===== src/rtl/write_ctrl_if.sv =====
// write_ctrl_if: producer/RAM/synchroniser-side bundle of the async FIFO write controller.
//   write_en           producer write request
//   overflow_clr       synchronous clear of sticky overflow
//   read_ptr_gray_sync Gray read pointer, already synchronised into the write clock domain
//   mem_write_en       RAM write strobe
//   write_ptr_binary   RAM write address
//   write_ptr_gray     registered Gray write pointer, goes to the read-domain synchroniser
//   fifo_full, fifo_almost_full, fill_level, overflow   status flags
// Modports: master = environment side (drives requests), slave = write_ctrl.
interface write_ctrl_if #(
   parameter int addr_size = 3
);
   logic                 write_en;
   logic                 overflow_clr;
   logic [addr_size:0]   read_ptr_gray_sync;
   logic                 mem_write_en;
   logic [addr_size-1:0] write_ptr_binary;
   logic [addr_size:0]   write_ptr_gray;
   logic                 fifo_full;
   logic                 fifo_almost_full;
   logic [addr_size:0]   fill_level;
   logic                 overflow;

   modport master (
      output write_en, overflow_clr, read_ptr_gray_sync,
      input  mem_write_en, write_ptr_binary, write_ptr_gray,
             fifo_full, fifo_almost_full, fill_level, overflow
   );

   modport slave (
      input  write_en, overflow_clr, read_ptr_gray_sync,
      output mem_write_en, write_ptr_binary, write_ptr_gray,
             fifo_full, fifo_almost_full, fill_level, overflow
   );
endinterface


===== src/rtl/write_ctrl.sv =====
// write_ctrl: write-domain pointer/flag controller of an asynchronous FIFO.
//   Keeps an extended (addr_size+1 bit) binary write pointer, publishes it as a
//   registered Gray pointer, and derives full / almost-full / fill level from the
//   synchronised Gray read pointer. Overflow is sticky until overflow_clr.
// Ports:
//   write_clk    write-domain clock (rising edge)
//   write_rst_n  asynchronous active-low reset
//   wif          write_ctrl_if.slave bundle (requests in, RAM strobe/address and flags out)
module write_ctrl #(
   parameter int addr_size    = 3,
   parameter int afull_thresh = 6
) (
   input  logic         write_clk,
   input  logic         write_rst_n,
   write_ctrl_if.slave  wif
);
   localparam int A = addr_size;
   localparam logic [A:0] AFULL_TH = (A+1)'(afull_thresh);

   logic [A:0] wb_q, wb_d;
   logic [A:0] wgray_q, wgray_d;
   logic       ovf_q, ovf_d;

   logic [A:0] rgray, rbin, fill;
   logic       full, accept, reject;

   assign rgray = wif.read_ptr_gray_sync;

   // Full when the write pointer has lapped the read pointer exactly once:
   // in Gray form that is the top two bits inverted, the rest equal.
   assign full = (wgray_q == {~rgray[A:A-1], rgray[A-2:0]});

   // Gray -> binary: each bit is the XOR of all Gray bits at and above it.
   always_comb begin
      rbin = '0;
      for (int i = 0; i <= A; i++)
         rbin[i] = ^(rgray >> i);
   end

   // Modulo subtraction; the stale (synchronised) read pointer can only make
   // this an overstatement, which is the safe direction for a writer.
   assign fill   = wb_q - rbin;
   assign accept = wif.write_en & ~full;
   assign reject = wif.write_en &  full;

   always_comb begin
      wb_d    = wb_q;
      ovf_d   = ovf_q;
      if (accept)
         wb_d = wb_q + 1'b1;
      // A reject on the same edge as a clear keeps the flag set.
      if (reject)
         ovf_d = 1'b1;
      else if (wif.overflow_clr)
         ovf_d = 1'b0;
      wgray_d = wb_d ^ (wb_d >> 1);
   end

   always_ff @(posedge write_clk or negedge write_rst_n) begin
      if (!write_rst_n) begin
         wb_q    <= '0;
         wgray_q <= '0;
         ovf_q   <= 1'b0;
      end else begin
         wb_q    <= wb_d;
         wgray_q <= wgray_d;
         ovf_q   <= ovf_d;
      end
   end

   assign wif.mem_write_en     = accept;
   assign wif.write_ptr_binary = wb_q[A-1:0];
   assign wif.write_ptr_gray   = wgray_q;
   assign wif.fifo_full        = full;
   assign wif.fifo_almost_full = (fill >= AFULL_TH);
   assign wif.fill_level       = fill;
   assign wif.overflow         = ovf_q;
endmodule


===== src/flat_wrapper.sv =====
// flat-port wrapper written by rule: the top's interface ports become plain ports
module write_ctrl_flat 
#(
   parameter int addr_size    = 3,
   parameter int afull_thresh = 6
)
  (write_clk, write_rst_n, wif_write_en, wif_overflow_clr, wif_read_ptr_gray_sync, wif_mem_write_en, wif_write_ptr_binary, wif_write_ptr_gray, wif_fifo_full, wif_fifo_almost_full, wif_fill_level, wif_overflow);
  write_ctrl_if #(.addr_size(addr_size)) wif_i ();
  input  logic write_clk;
  input  logic write_rst_n;
  input wire logic [$bits(wif_i.write_en)-1:0] wif_write_en;
  input wire logic [$bits(wif_i.overflow_clr)-1:0] wif_overflow_clr;
  input wire logic [$bits(wif_i.read_ptr_gray_sync)-1:0] wif_read_ptr_gray_sync;
  output wire logic [$bits(wif_i.mem_write_en)-1:0] wif_mem_write_en;
  output wire logic [$bits(wif_i.write_ptr_binary)-1:0] wif_write_ptr_binary;
  output wire logic [$bits(wif_i.write_ptr_gray)-1:0] wif_write_ptr_gray;
  output wire logic [$bits(wif_i.fifo_full)-1:0] wif_fifo_full;
  output wire logic [$bits(wif_i.fifo_almost_full)-1:0] wif_fifo_almost_full;
  output wire logic [$bits(wif_i.fill_level)-1:0] wif_fill_level;
  output wire logic [$bits(wif_i.overflow)-1:0] wif_overflow;
  assign wif_i.write_en = wif_write_en;
  assign wif_i.overflow_clr = wif_overflow_clr;
  assign wif_i.read_ptr_gray_sync = wif_read_ptr_gray_sync;
  assign wif_mem_write_en = wif_i.mem_write_en;
  assign wif_write_ptr_binary = wif_i.write_ptr_binary;
  assign wif_write_ptr_gray = wif_i.write_ptr_gray;
  assign wif_fifo_full = wif_i.fifo_full;
  assign wif_fifo_almost_full = wif_i.fifo_almost_full;
  assign wif_fill_level = wif_i.fill_level;
  assign wif_overflow = wif_i.overflow;
  write_ctrl #(.addr_size(addr_size), .afull_thresh(afull_thresh)) u_core (.write_clk(write_clk), .write_rst_n(write_rst_n), .wif(wif_i));
endmodule

===== config.mk =====
export PLATFORM = sky130hd
export DESIGN_NAME = write_ctrl_flat
export DESIGN_NICKNAME = d
export VERILOG_FILES = /design/src/rtl/write_ctrl_if.sv /design/src/rtl/write_ctrl.sv /design/src/flat_wrapper.sv
export SDC_FILE = /design/constraint.sdc
export NUM_CORES = 1
export LEC_CHECK = 0
export BUFFER_PORTS_ARGS = -buffer_cell sky130_fd_sc_hd__buf_2
export CAP_MARGIN = 25
export CORE_MARGIN = 2
export CORE_UTILIZATION = 45
export DETAILED_ROUTE_END_ITERATION = 7
export PLACE_DENSITY = 0.74
export RECOVER_POWER = 25
export SETUP_SLACK_MARGIN = 0.05
export SLEW_MARGIN = 20
export SYNTH_ARGS = -nofsm -noshare
export SYNTH_HDL_FRONTEND = slang
export SYNTH_SLANG_ARGS = --single-unit

===== constraint.sdc =====
create_clock -name write_clk -period 5.5 [get_ports write_clk]
set_clock_uncertainty 0.1 [all_clocks]
set_input_delay 0.825 -clock write_clk [delete_from_list [all_inputs] [get_ports write_clk]]
set_output_delay 0.825 -clock write_clk [all_outputs]
set_load 0.02 [all_outputs]

======== Word level (Yosys, flattened, before mapping) ========
Cells that the tools add are included.
operators by class
  add/sub/neg operators ................... 2
  multiply operators ...................... 0
  div/mod/pow operators ................... 0
  order comparisons ....................... 1
  equality and inequality tests ........... 1
  shifts and indexed selects .............. 0
  muxes and demuxes ....................... 3
  bitwise gates (word level) .............. 5
  reductions and logical operators ........ 5
operators by type and width
  cell                 number
  $reduce_xor 4->1     4
  $add 4x1->4 const B  1
  $eq 4x4->1           1
  $ge 4x3->1 const B   1
  $mux 4               1
  $sub 4x4->4          1
  $xor 4x3->4          1
  $and 1x1->1          2
  $mux 1               2
  $not 2->2            1
  $reduce_bool 2->1    1
  $not 1->1            1
word-level totals
  register bits ........................... 9
  latch bits .............................. 0
  memory bits (writable) .................. 0
  bits in read-only memories .............. 0
  bits of input ports ..................... 8
  output and inout bits ................... 15
  word-level logic and storage cells ...... 20
  memories ................................ 0

======== Depth between registers and ports, before layout ========
Gate-level depths: netlist of the first run.
  word-level depth ........................ 6
  mapped depth ............................ 9
  gate-level depth less buffers ........... 9

======== Worst setup path before layout of the first run ========
OpenSTA, ideal clock, no wires.
  path kind ............................... input-to-output
  from .................................... in wif_read_ptr_gray_sync[2]
  to ...................................... out wif_fifo_almost_full
  data arrival time ....................... 2.806 ns
  data required time ...................... 4.575 ns
  setup slack ............................. 1.769 ns
  stages .................................. 9
  buffers on the path ..................... 0
  cell sequence ........................... xnor2_1 > xor2_1 > xnor2_1 > ha_1 > inv_1 > fa_1 > xor2_1 > nand2_1 > o21ai_0
between the ends
  longest elaborated chain between the ends .. 3
  elaborated cells between the ends (all ways) .. 5
  those cells by class .................... 1 x add/sub; 1 x order compare; 3 x reduce/logical
ends and longest elaborated chain
  item                   line                source
  start, declared        flat_wrapper.sv:13  input wire logic [$bits(wif_i.read_ptr_gray_sync)-1:0] wif_read_ptr_gray_sync;
  $reduce_xor 4->1       write_ctrl.sv:37    rbin[i] = ^(rgray >> i);
  $sub 4x4->4 (*)        write_ctrl.sv:42    assign fill = wb_q - rbin;
  net wif_fill_level[2]  flat_wrapper.sv:19  output wire logic [$bits(wif_i.fill_level)-1:0] wif_fill_level;
  $ge 4x3->1 (*)         write_ctrl.sv:75    assign wif.fifo_almost_full = (fill >= AFULL_TH);
  end, declared          flat_wrapper.sv:18  output wire logic [$bits(wif_i.fifo_almost_full)-1:0] wif_fifo_almost_full;
Mark *: on every way through the listed nets, which the timed path passes. The rest lies on a longest branch.

======== Worst setup path after layout of the first run ========
  from .................................... in wif_read_ptr_gray_sync[3]
  to ...................................... out wif_fifo_almost_full
between the ends
  longest elaborated chain between the ends .. 3
  elaborated cells between the ends (all ways) .. 6
  those cells by class .................... 1 x add/sub; 1 x order compare; 4 x reduce/logical
ends and longest elaborated chain
  item              line
  $reduce_xor 4->1  write_ctrl.sv:37
  $sub 4x4->4 (*)   write_ctrl.sv:42
  $ge 4x3->1 (*)    write_ctrl.sv:75
Every way passes the cells marked *; elsewhere a longest branch is shown, timed or not.

==> results.py, run 1 <==
metrics = {
    "setup_path": {
        "cp_slowest_stage_delay_ns": 0.37,
        "path_cells": "buf_2 > xnor2_1 > xor2_1 > xnor2_1 > ha_1 > inv_1 > fa_1 > xor2_1 > nand2_1 > o21ai_0 > buf_2",
        "worstSetupPathType": "input port to primary output",
        "path_buf_inv": 3,
        "startpoint_type": "input port",
        "slowest_stage": "fa_1",
        "crit_fanout": 3,
        "cp.required_ns": 4.58,
        "critical_path_arrival_ns": 2.77,
        "cp-end-kind": "primary output",
        "path_delay_family": "XOR/XNOR gates",
    },
    "drt": {
        "postRouteWirelength_mm": 1.19,
        "initialDrtViolationCount": 1,
        "firstDrtPassIters": 2,
        "via_per_inst": 5.01,
        "postRouteAntennaNets": 0,
        "wl_per_cell_microns": 11.7,
        "drc": 0,
        "num_vias": 511,
    },
    "die": {
        "die_w_microns": 41.0,
        "pin_count": 23,
        "core-area_sq_mm": 0.00128,
        "row_count": 13,
        "die_h_microns": 41.0,
        "dieArea_sq_mm": 0.00168,
        "initial_utilization_pct": 47.9,
    },
    "clocking": {
        "root_buffer": "clkbuf_4",
        "htreeDepth": 1,
        "ctsResizeCount": 0,
        "clk_pin_slew_ns": 0.06,
        "postCtsSetupBuffers": 0,
        "cts_hold_buffers": 0,
        "cts_buffers": 3,
        "cts_buffer_depth": 2,
        "clock_sinks": 8,
        "cts_tree": "done",
        "clock_latency_ns": 0.26,
    },
    "timing": {
        "rsz0062_at_grt": "false",
        "finalSetupViolCount": 0,
        "max_freq_mhz": 271,
        "period_needed_ns": 3.69,
        "maxSlewViolCount": 0,
        "fin_setup_tns_ns": 0,
        "hold_violations": 0,
        "period_share_pct": 67.1,
        "slew_headroom_pct": 70.2,
        "holdWs_ns": 0.378,
        "tightest_slew_ns": 0.448,
    },
    "placed_design": {
        "port_buffers": 22,
        "dpl.cell_count": 99,
        "hpwl_microns": 962,
        "gp_congestion": 0.660,
    },
    "run_status": {
        "status": "finished clean",
    },
    "yosys": {
        "yosys_warnings": 0,
        "postSynthCellCount": 62,
        "yosysSeqAreaShare_pct": 32.5,
        "synth.distinct_cells": 21,
        "syn_area_per_cell_sq_um": 9.93,
        "syn_area_sq_um": 616,
        "synth-seq-cells": 8,
        "synth_fp_nets": 75,
    },
    "global_route": {
        "grt_max_degree": 11,
        "met3_usage_pct": 3.26,
        "grt_pass1_vias": 421,
        "grt-ovfl-total": 0,
        "grt_use_total_pct": 16.2,
        "grt_pass1_wl_mm": 1.70,
        "use_met1_pct": 18.8,
        "busiest_layer": "met2",
        "met2_usage_pct": 27.0,
        "grt_antenna_before_repair": 0,
    },
    "cells_and_area": {
        "diodes": 0,
        "areaGrowthSynthToFinish_pct": 24.4,
        "final_common_cell": "buf_2",
        "num-fill-cells": 119,
        "multi_input_area_sq_um": 378,
        "final_cell_mix": "buf_2, inv_1, xnor2_1",
        "fin_util_pct": 59.6,
        "nNetsFinal": 102,
        "register_area_sq_um": 200,
        "drive_gt1_share_pct": 32.2,
        "finalNonFillerCells": 102,
    },
    "pwr": {
        "ir_drop_mv": 0.415,
        "finalPower_w": 0.000544,
        "p_leak_nw": 0.381,
        "p_per_area_mw_per_mm2": 710,
    },
    "run": {
        "drv_cap": 0,
    },
    "min_path": {
        "hp-class": "input port to async pin",
    },
}
## cell type report
type,count,share of cell area [%]
Multi-Input combinational cell,44,49.3
Tap cell,15,2.45
Clock buffer,3,2.94
Sequential cell,8,26.1
Inverter,10,4.90
Timing Repair Buffer,22,14.2
## kinds of logic (layout without fill, tap and decap cells)
group | after synthesis | in the layout | share of synthesized area [%]
compound gates | 9 | 9 | 13.0
xor+xnor | 14 | 14 | 21.1
fa+ha+maj | 5 | 5 | 11.4
buf+inv | 10 | 35 | 6.10
flops | 8 | 8 | 32.5
mux | 3 | 3 | 4.88
simple gates | 13 | 13 | 11.0
## power by group
group          switching [W]   total, W  internal, W
combinational       0.000222   0.000369     0.000147
clock              0.0000208  0.0000459    0.0000250
sequential         0.0000399   0.000129    0.0000895
total               0.000283   0.000544     0.000261
## state kept, by name (all words and copies together), names as in the netlist
register,count
u_core.wb_q,4
u_core.wif.write_ptr_gray,3
u_core.wif.overflow,1
## stage by stage
step | cell area [sq um] | worst slack, ns
2_1_floorplan | 616 | 1.77
3_3_place_gp | 744 | 1.83
3_5_place_dp | 744 | 1.78
4_1_cts | 767 | 1.78
5_1_grt | 766 | 1.54
6_report | 766 | 1.81
## cells in the mapped netlist
cell type	instances	area, sq um
a211o_1	2	17.5
a21oi_1	1	5.00
a41oi_4	1	27.5
and3_2	1	7.51
dfrtp_1	8	200
fa_1	1	20.0
ha_1	4	50.1
inv_1	10	37.5
mux2i_1	3	30.0
nand2_1	5	18.8
nand3_1	1	5.00
nand4_1	3	18.8
nor2_1	1	3.75
nor2b_1	1	6.26
o21ai_0	3	15.0
o22ai_1	1	6.26
o311ai_0	1	8.76
or3_2	1	7.51
xnor2_1	9	78.8
xor2_1	4	35.0
xor2_2	1	16.3
## final timing paths
| kind | start | endpoint | slack, ns | depth (start not counted) |
|---|---|---|---|---|
| max reg2reg | u_core.wb_q[1] | u_core.wif.write_ptr_gray[2] | 3.68 | 5 |
| min | write_rst_n | u_core.wif.write_ptr_gray[2] | 0.38 | 1 |
| min in group write_clk | u_core.wif.overflow | u_core.wif.overflow | 0.42 | 2 |
| max in group asynchronous | write_rst_n | u_core.wif.write_ptr_gray[0] | 4.61 | 1 |
| min reg2reg | u_core.wif.overflow | u_core.wif.overflow | 0.42 | 2 |
| max | wif_read_ptr_gray_sync[3] | wif_fifo_almost_full | 1.81 | 11 |
## routing by layer
metal / up-vias / part of all wire (%)
met5: - / 0
met4: 0 / 2.5
met3: 2 / 4.9
met2: 15 / 49
met1: 233 / 44
li1: 261 / -
(Power assumes the default switching activity.)
==> run 2, diff against run 1 <==
--- a/config.mk
+++ b/config.mk
@@ -5,12 +5,13 @@
 export SDC_FILE = /design/constraint.sdc
 export NUM_CORES = 1
 export LEC_CHECK = 0
+export ABC_AREA = 1
 export BUFFER_PORTS_ARGS = -buffer_cell sky130_fd_sc_hd__buf_2
 export CAP_MARGIN = 25
 export CORE_MARGIN = 2
 export CORE_UTILIZATION = 45
 export DETAILED_ROUTE_END_ITERATION = 7
-export PLACE_DENSITY = 0.74
+export PLACE_DENSITY = 0.73
 export RECOVER_POWER = 25
 export SETUP_SLACK_MARGIN = 0.05
 export SLEW_MARGIN = 20
==> constraint.sdc (replaced) <==
create_clock -name write_clk -period 3.7 [get_ports write_clk]
set_clock_uncertainty 0.1 [all_clocks]
set_input_delay 0.555 -clock write_clk [delete_from_list [all_inputs] [get_ports write_clk]]
set_output_delay 0.555 -clock write_clk [all_outputs]
set_load 0.02 [all_outputs]
==> run 2 against run 1 <==
First-iteration DRC count grew to 7.0 times the previous value. Sequential share of layout area is 1.3 points lower. Setup slack worse by 1.3 ns. Core utilization is 0.92 points higher. Final area is 5.4% higher. Final cell count is 28% higher. Critical endpoint unchanged. Largest cell class unchanged.
==> results.py, run 2 <==
metrics = {
    "run_status": {
        "status": "finished clean",
    },
    "timing": {
        "finalSetupViolCount": 0,
        "slew_headroom_pct": 72.9,
        "maxSlewViolCount": 0,
        "rsz0062_at_grt": "false",
        "hold_violations": 0,
        "max_freq_mhz": 315,
        "period_needed_ns": 3.18,
        "fin_setup_tns_ns": 0,
        "period_share_pct": 85.8,
        "tightest_slew_ns": 0.406,
    },
    "yosys": {
        "yosysSeqAreaShare_pct": 30.5,
        "synth_fp_nets": 104,
        "synth_top_cell_area_share_pct": 30.5,
        "synth_area_leaders": "dfrtp_1, nand2_1, inv_1",
        "yosys_warnings": 0,
        "async_flop_share_pct": 100,
        "synthTopCellsByCount": "nand2_1, inv_1, dfrtp_1",
        "postSynthCellCount": 91,
        "synth_edf_count": 0,
        "synth.distinct_cells": 17,
        "synth-seq-cells": 8,
        "syn_area_sq_um": 657,
        "yosysTopAreaCell": "dfrtp_1",
        "syn_area_per_cell_sq_um": 7.22,
        "ys.flop_type": "dfrtp_1",
        "synth.most_common_cell": "nand2_1",
    },
    "setup_path": {
        "critical_path_arrival_ns": 2.52,
        "cpMostUsedCell": "inv_1",
        "slowest_stage": "fa_1",
        "startpoint_type": "input port",
        "path_buf_inv": 5,
        "crit_fanout": 3,
        "worstSetupPathType": "input port to primary output",
        "path_cells": "buf_2 > xnor2_2 > xor2_1 > xor2_1 > inv_1 > ha_1 > inv_1 > fa_1 > xnor2_1 > inv_1 > a21o_1 > buf_2",
        "path_delay_family": "XOR/XNOR gates",
        "cp_slowest_stage_delay_ns": 0.37,
        "cp.required_ns": 3.04,
        "cp-end-kind": "primary output",
    },
    "cells_and_area": {
        "largest_reg_flops": 4,
        "multi_input_area_sq_um": 378,
        "drive_gt1_share_pct": 31.9,
        "nNetsFinal": 131,
        "final_cell_mix": "nand2_1, buf_2, inv_1",
        "num-fill-cells": 125,
        "final_cell_area_sq_um": 807,
        "finalNonFillerCells": 131,
        "register_area_sq_um": 200,
        "fin_util_pct": 60.5,
        "diodes": 0,
        "top_register": "u_core.wb_q",
        "areaGrowthSynthToFinish_pct": 22.9,
        "final_common_cell": "nand2_1",
    },
    "clocking": {
        "cts_tree": "done",
        "clock_sinks": 8,
        "ctsResizeCount": 0,
        "postCtsSetupBuffers": 0,
        "cts_buffer_depth": 2,
        "root_buffer": "clkbuf_4",
        "cts_hold_buffers": 0,
        "cts_buffers": 3,
        "clk_pin_slew_ns": 0.05,
        "clock_latency_ns": 0.25,
        "htreeDepth": 1,
    },
    "drt": {
        "postRouteAntennaNets": 0,
        "drc": 0,
        "postRouteWirelength_mm": 1.34,
        "num_vias": 616,
        "initialDrtViolationCount": 7,
        "via_per_inst": 4.70,
        "firstDrtPassIters": 3,
        "wl_per_cell_microns": 10.2,
    },
    "global_route": {
        "grt_max_degree": 9,
        "grt_pass1_wl_mm": 2.33,
        "grt_antenna_before_repair": 0,
        "grt_use_total_pct": 16.7,
        "grt_pass1_vias": 580,
        "grt-ovfl-total": 0,
    },
    "die": {
        "initial_utilization_pct": 49.2,
        "die_w_microns": 42.2,
        "die_h_microns": 42.2,
        "core-area_sq_mm": 0.00133,
        "dieArea_sq_mm": 0.00178,
        "pin_count": 23,
        "row_count": 13,
    },
    "placed_design": {
        "gp_congestion": 0.747,
        "hpwl_mm": 1.13,
        "port_buffers": 22,
        "dpl.cell_count": 128,
        "dpl-instance-area_sq_um": 786,
    },
    "min_path": {
        "hp-class": "input port to async pin",
    },
    "pwr": {
        "p_leak_nw": 0.511,
        "ir_drop_mv": 0.465,
        "p_per_area_mw_per_mm2": 966,
        "finalPower_w": 0.000779,
    },
    "run": {
        "drv_cap": 0,
    },
}
run 2: changes by cell type after synthesis, sizes merged, moves of 2 or more:
cell   delta
a211o     -2
inv      +11
mux2i     -3
nand2    +33
nand3     +6
nand4     -3
xnor2     -7
run 2: path summary, 6_finish.rpt:
kind / start / end / slack (ns) / depth (start not counted)
max: wif_read_ptr_gray_sync[2] / wif_fifo_almost_full / 0.52 / 12
min: write_rst_n / u_core.wb_q[3] / 0.10 / 1
max reg2reg: u_core.wb_q[3] / u_core.wif.write_ptr_gray[2] / 2.28 / 11
min reg2reg: u_core.wif.overflow / u_core.wif.overflow / 0.44 / 2
max in group asynchronous: write_rst_n / u_core.wif.overflow / 3.11 / 1
min in group write_clk: wif_overflow_clr / u_core.wif.overflow / 0.40 / 2
run 2: kinds of logic (layout without fill, tap and decap cells):
logic type,after synthesis,after routing,synth area share [%]
AND/OR/NAND/NOR,47,47,34.3
AO/OA/AOI/OAI,4,4,3.43
XOR/XNOR,6,6,9.14
adder cells (fa/ha/maj),5,5,10.7
flip-flops,8,8,30.5
buffers and inverters,21,46,12.0
run 2: stage by stage:
step           setup WS, ns  hold WS, ns
4_1_cts               0.500       0.0269
5_1_grt               0.272        0.144
2_1_floorplan         0.797        0.159
6_report              0.524        0.102
3_5_place_dp          0.503        0.301
3_3_place_gp          0.561        0.301
run 2: layout make-up:
class | instances | area share (%)
clock buffers | 3 | 2.79
well taps | 15 | 2.33
multi-input cells | 62 | 46.8
inverters | 21 | 9.77
flip-flops and latches | 8 | 24.8
repair buffers | 22 | 13.5
run 2: layer usage:
metal  wire [microns]  up-vias  share of wire [%]  track usage [%]
met1              550      277                 41             20.9
met2              706       18                 53             29.8
met3               81        0                6.1             1.29
met4                0        0                  0             5.63
met5                0        -                  0                0
li1                 -      321                  -                -
run 2: where the power goes:
| group | internal, W | switching, W |
|---|---|---|
| sequential | 0.000129 | 0.0000475 |
| combinational | 0.000191 | 0.000347 |
| clock | 0.0000370 | 0.0000282 |
==> run 3, diff against run 2 <==
--- a/config.mk
+++ b/config.mk
@@ -5,13 +5,13 @@
 export SDC_FILE = /design/constraint.sdc
 export NUM_CORES = 1
 export LEC_CHECK = 0
-export ABC_AREA = 1
+export ABC_AREA = 0
 export BUFFER_PORTS_ARGS = -buffer_cell sky130_fd_sc_hd__buf_2
 export CAP_MARGIN = 25
 export CORE_MARGIN = 2
 export CORE_UTILIZATION = 45
 export DETAILED_ROUTE_END_ITERATION = 7
-export PLACE_DENSITY = 0.73
+export PLACE_DENSITY = 0.74
 export RECOVER_POWER = 25
 export SETUP_SLACK_MARGIN = 0.05
 export SLEW_MARGIN = 20
==> run 3 against run 2 <==
Combinational power grew 2%. Sequential share of layout area up 1.3 points. Sequential power up 8%. Clock power is 3.7% higher. Largest power group unchanged.
==> results.py, run 3 (same netlist as run 1, synthesis figures left out) <==
metrics = {
    "global_route": {
        "grt_pass1_vias": 433,
        "grt_pass1_wl_mm": 1.77,
        "grt_max_degree": 11,
        "grt_antenna_before_repair": 0,
        "grt_use_total_pct": 16.8,
        "grt-ovfl-total": 0,
    },
    "cells_and_area": {
        "drive_gt1_share_pct": 32.2,
        "finalNonFillerCells": 102,
        "largest_reg_flops": 4,
        "final_cell_mix": "buf_2, inv_1, xnor2_1",
        "num-fill-cells": 116,
        "nNetsFinal": 102,
        "areaGrowthSynthToFinish_pct": 24.4,
        "diodes": 0,
        "final_common_cell": "buf_2",
        "register_area_sq_um": 200,
        "multi_input_area_sq_um": 378,
        "top_register": "u_core.wb_q",
    },
    "die": {
        "initial_utilization_pct": 47.9,
        "pin_count": 23,
        "die_h_microns": 41.0,
        "die_w_microns": 41.0,
        "dieArea_sq_mm": 0.00168,
        "core-area_sq_mm": 0.00128,
        "row_count": 13,
    },
    "pwr": {
        "power_frac_comb_pct": 68.1,
        "p_per_area_mw_per_mm2": 1050,
        "power.switching_w": 0.000419,
        "p_sw_share_pct": 51.9,
        "power_frac_seq_pct": 23.5,
        "p_leak_nw": 0.381,
        "intPower_w": 0.000389,
        "clockPowerShare_pct": 8.4,
        "ir_drop_mv": 0.551,
    },
    "drt": {
        "wl_per_cell_microns": 11.8,
        "num_vias": 516,
        "via_per_inst": 5.06,
        "firstDrtPassIters": 4,
        "initialDrtViolationCount": 14,
        "postRouteAntennaNets": 0,
        "drc": 0,
        "postRouteWirelength_mm": 1.20,
    },
    "timing": {
        "fin_setup_tns_ns": 0,
        "rsz0062_at_grt": "false",
        "hold_violations": 0,
        "finalSetupViolCount": 0,
        "tightest_slew_ns": 0.433,
        "period_needed_ns": 3.18,
        "max_freq_mhz": 314,
        "maxSlewViolCount": 0,
        "slew_headroom_pct": 71.2,
        "period_share_pct": 86.0,
    },
    "setup_path": {
        "reg2regPathDepth": 5,
        "crit_fanout": 3,
        "cp-end-kind": "primary output",
        "cp.required_ns": 3.04,
        "cp_slowest_stage_delay_ns": 0.38,
        "cp.depth": 11,
        "critical_path_arrival_ns": 2.53,
        "startpoint_type": "input port",
        "worstSetupPathType": "input port to primary output",
        "path_buf_inv": 3,
        "slowest_stage": "fa_1",
        "path_delay_family": "XOR/XNOR gates",
        "path_cells": "buf_2 > xnor2_1 > xor2_1 > xnor2_1 > ha_1 > inv_1 > fa_1 > xor2_1 > nand2_1 > o21ai_0 > buf_2",
    },
    "placed_design": {
        "port_buffers": 22,
        "gp_congestion": 0.635,
        "hpwl_microns": 961,
        "dpl.cell_count": 99,
    },
    "clocking": {
        "clock_sinks": 8,
        "cts_buffer_depth": 2,
        "htreeDepth": 1,
        "root_buffer": "clkbuf_4",
        "cts_tree": "done",
        "clock_latency_ns": 0.25,
        "postCtsSetupBuffers": 0,
        "cts_buffers": 3,
        "clk_pin_slew_ns": 0.06,
        "cts_hold_buffers": 0,
        "ctsResizeCount": 0,
    },
    "run_status": {
        "status": "finished clean",
    },
    "run": {
        "drv_cap": 0,
    },
    "min_path": {
        "hp-class": "input port to async pin",
    },
}
## run 3: cell count changes in the layout (fill, tap and decap cells not counted), sizes merged, moves of 2 or more
cell and delta:
a211o +2, inv -11, mux2i +3, nand2 -33, nand3 -6, nand4 +3
xnor2 +7
## run 3: worst paths after layout
kind                                                start                           end  slack (ns)
worst max-delay path            wif_read_ptr_gray_sync[2]          wif_fifo_almost_full        0.52
worst min-delay path                          write_rst_n  u_core.wif.write_ptr_gray[2]        0.11
worst max register to register             u_core.wb_q[1]  u_core.wif.write_ptr_gray[2]        1.87
worst min register to register        u_core.wif.overflow           u_core.wif.overflow        0.43
max in group asynchronous                     write_rst_n                u_core.wb_q[0]        3.09
min in group write_clk                   wif_overflow_clr           u_core.wif.overflow        0.39
## run 3: through the flow
step                cell area [sq um]  setup slack (ns)  power [W]  util (%)  hold slack [ns]
CTS                               767             0.491   0.000819      59.7           0.0332
floorplan                         616             0.509   0.000600         -            0.159
global placement                  744             0.543   0.000731      57.9            0.307
finish                            766             0.519   0.000808      59.6            0.108
global route                      766             0.319   0.000891      59.6            0.152
detailed placement                744             0.494   0.000745      57.9            0.308
## run 3: worst register-to-register path: stages, from the launching register on
cell and delay (ns):
dfrtp_1 0.49, ha_1 0.32, inv_1 0.07, or3_2 0.42
a211o_1 0.28, nand4_1 0.09
## run 3: per-layer routing
| layer | GRT usage, % | wire length, microns | up-vias |
|---|---|---|---|
| li1 | - | - | 260 |
| met5 | 0 | 0 | - |
| met2 | 25.8 | 622 | 17 |
| met1 | 21.5 | 519 | 237 |
| met3 | 3.26 | 51 | 2 |
| met4 | 10.0 | 5 | 0 |
## run 3: power groups by stage
stage          registers (W)  logic [W]  clock network (W)
3_5_place_dp        0.000192   0.000553                  0
5_1_grt             0.000201   0.000617          0.0000736
3_3_place_gp        0.000191   0.000540                  0
4_1_cts             0.000191   0.000559          0.0000691
6_report            0.000190   0.000550          0.0000676
2_1_floorplan       0.000238   0.000362                  0
## run 3: cell type report
class	count	area share, %
multi-input cells	44	49.3
repair buffers	22	14.2
clock buffers	3	2.94
flip-flops and latches	8	26.1
inverters	10	4.90
well taps	15	2.45
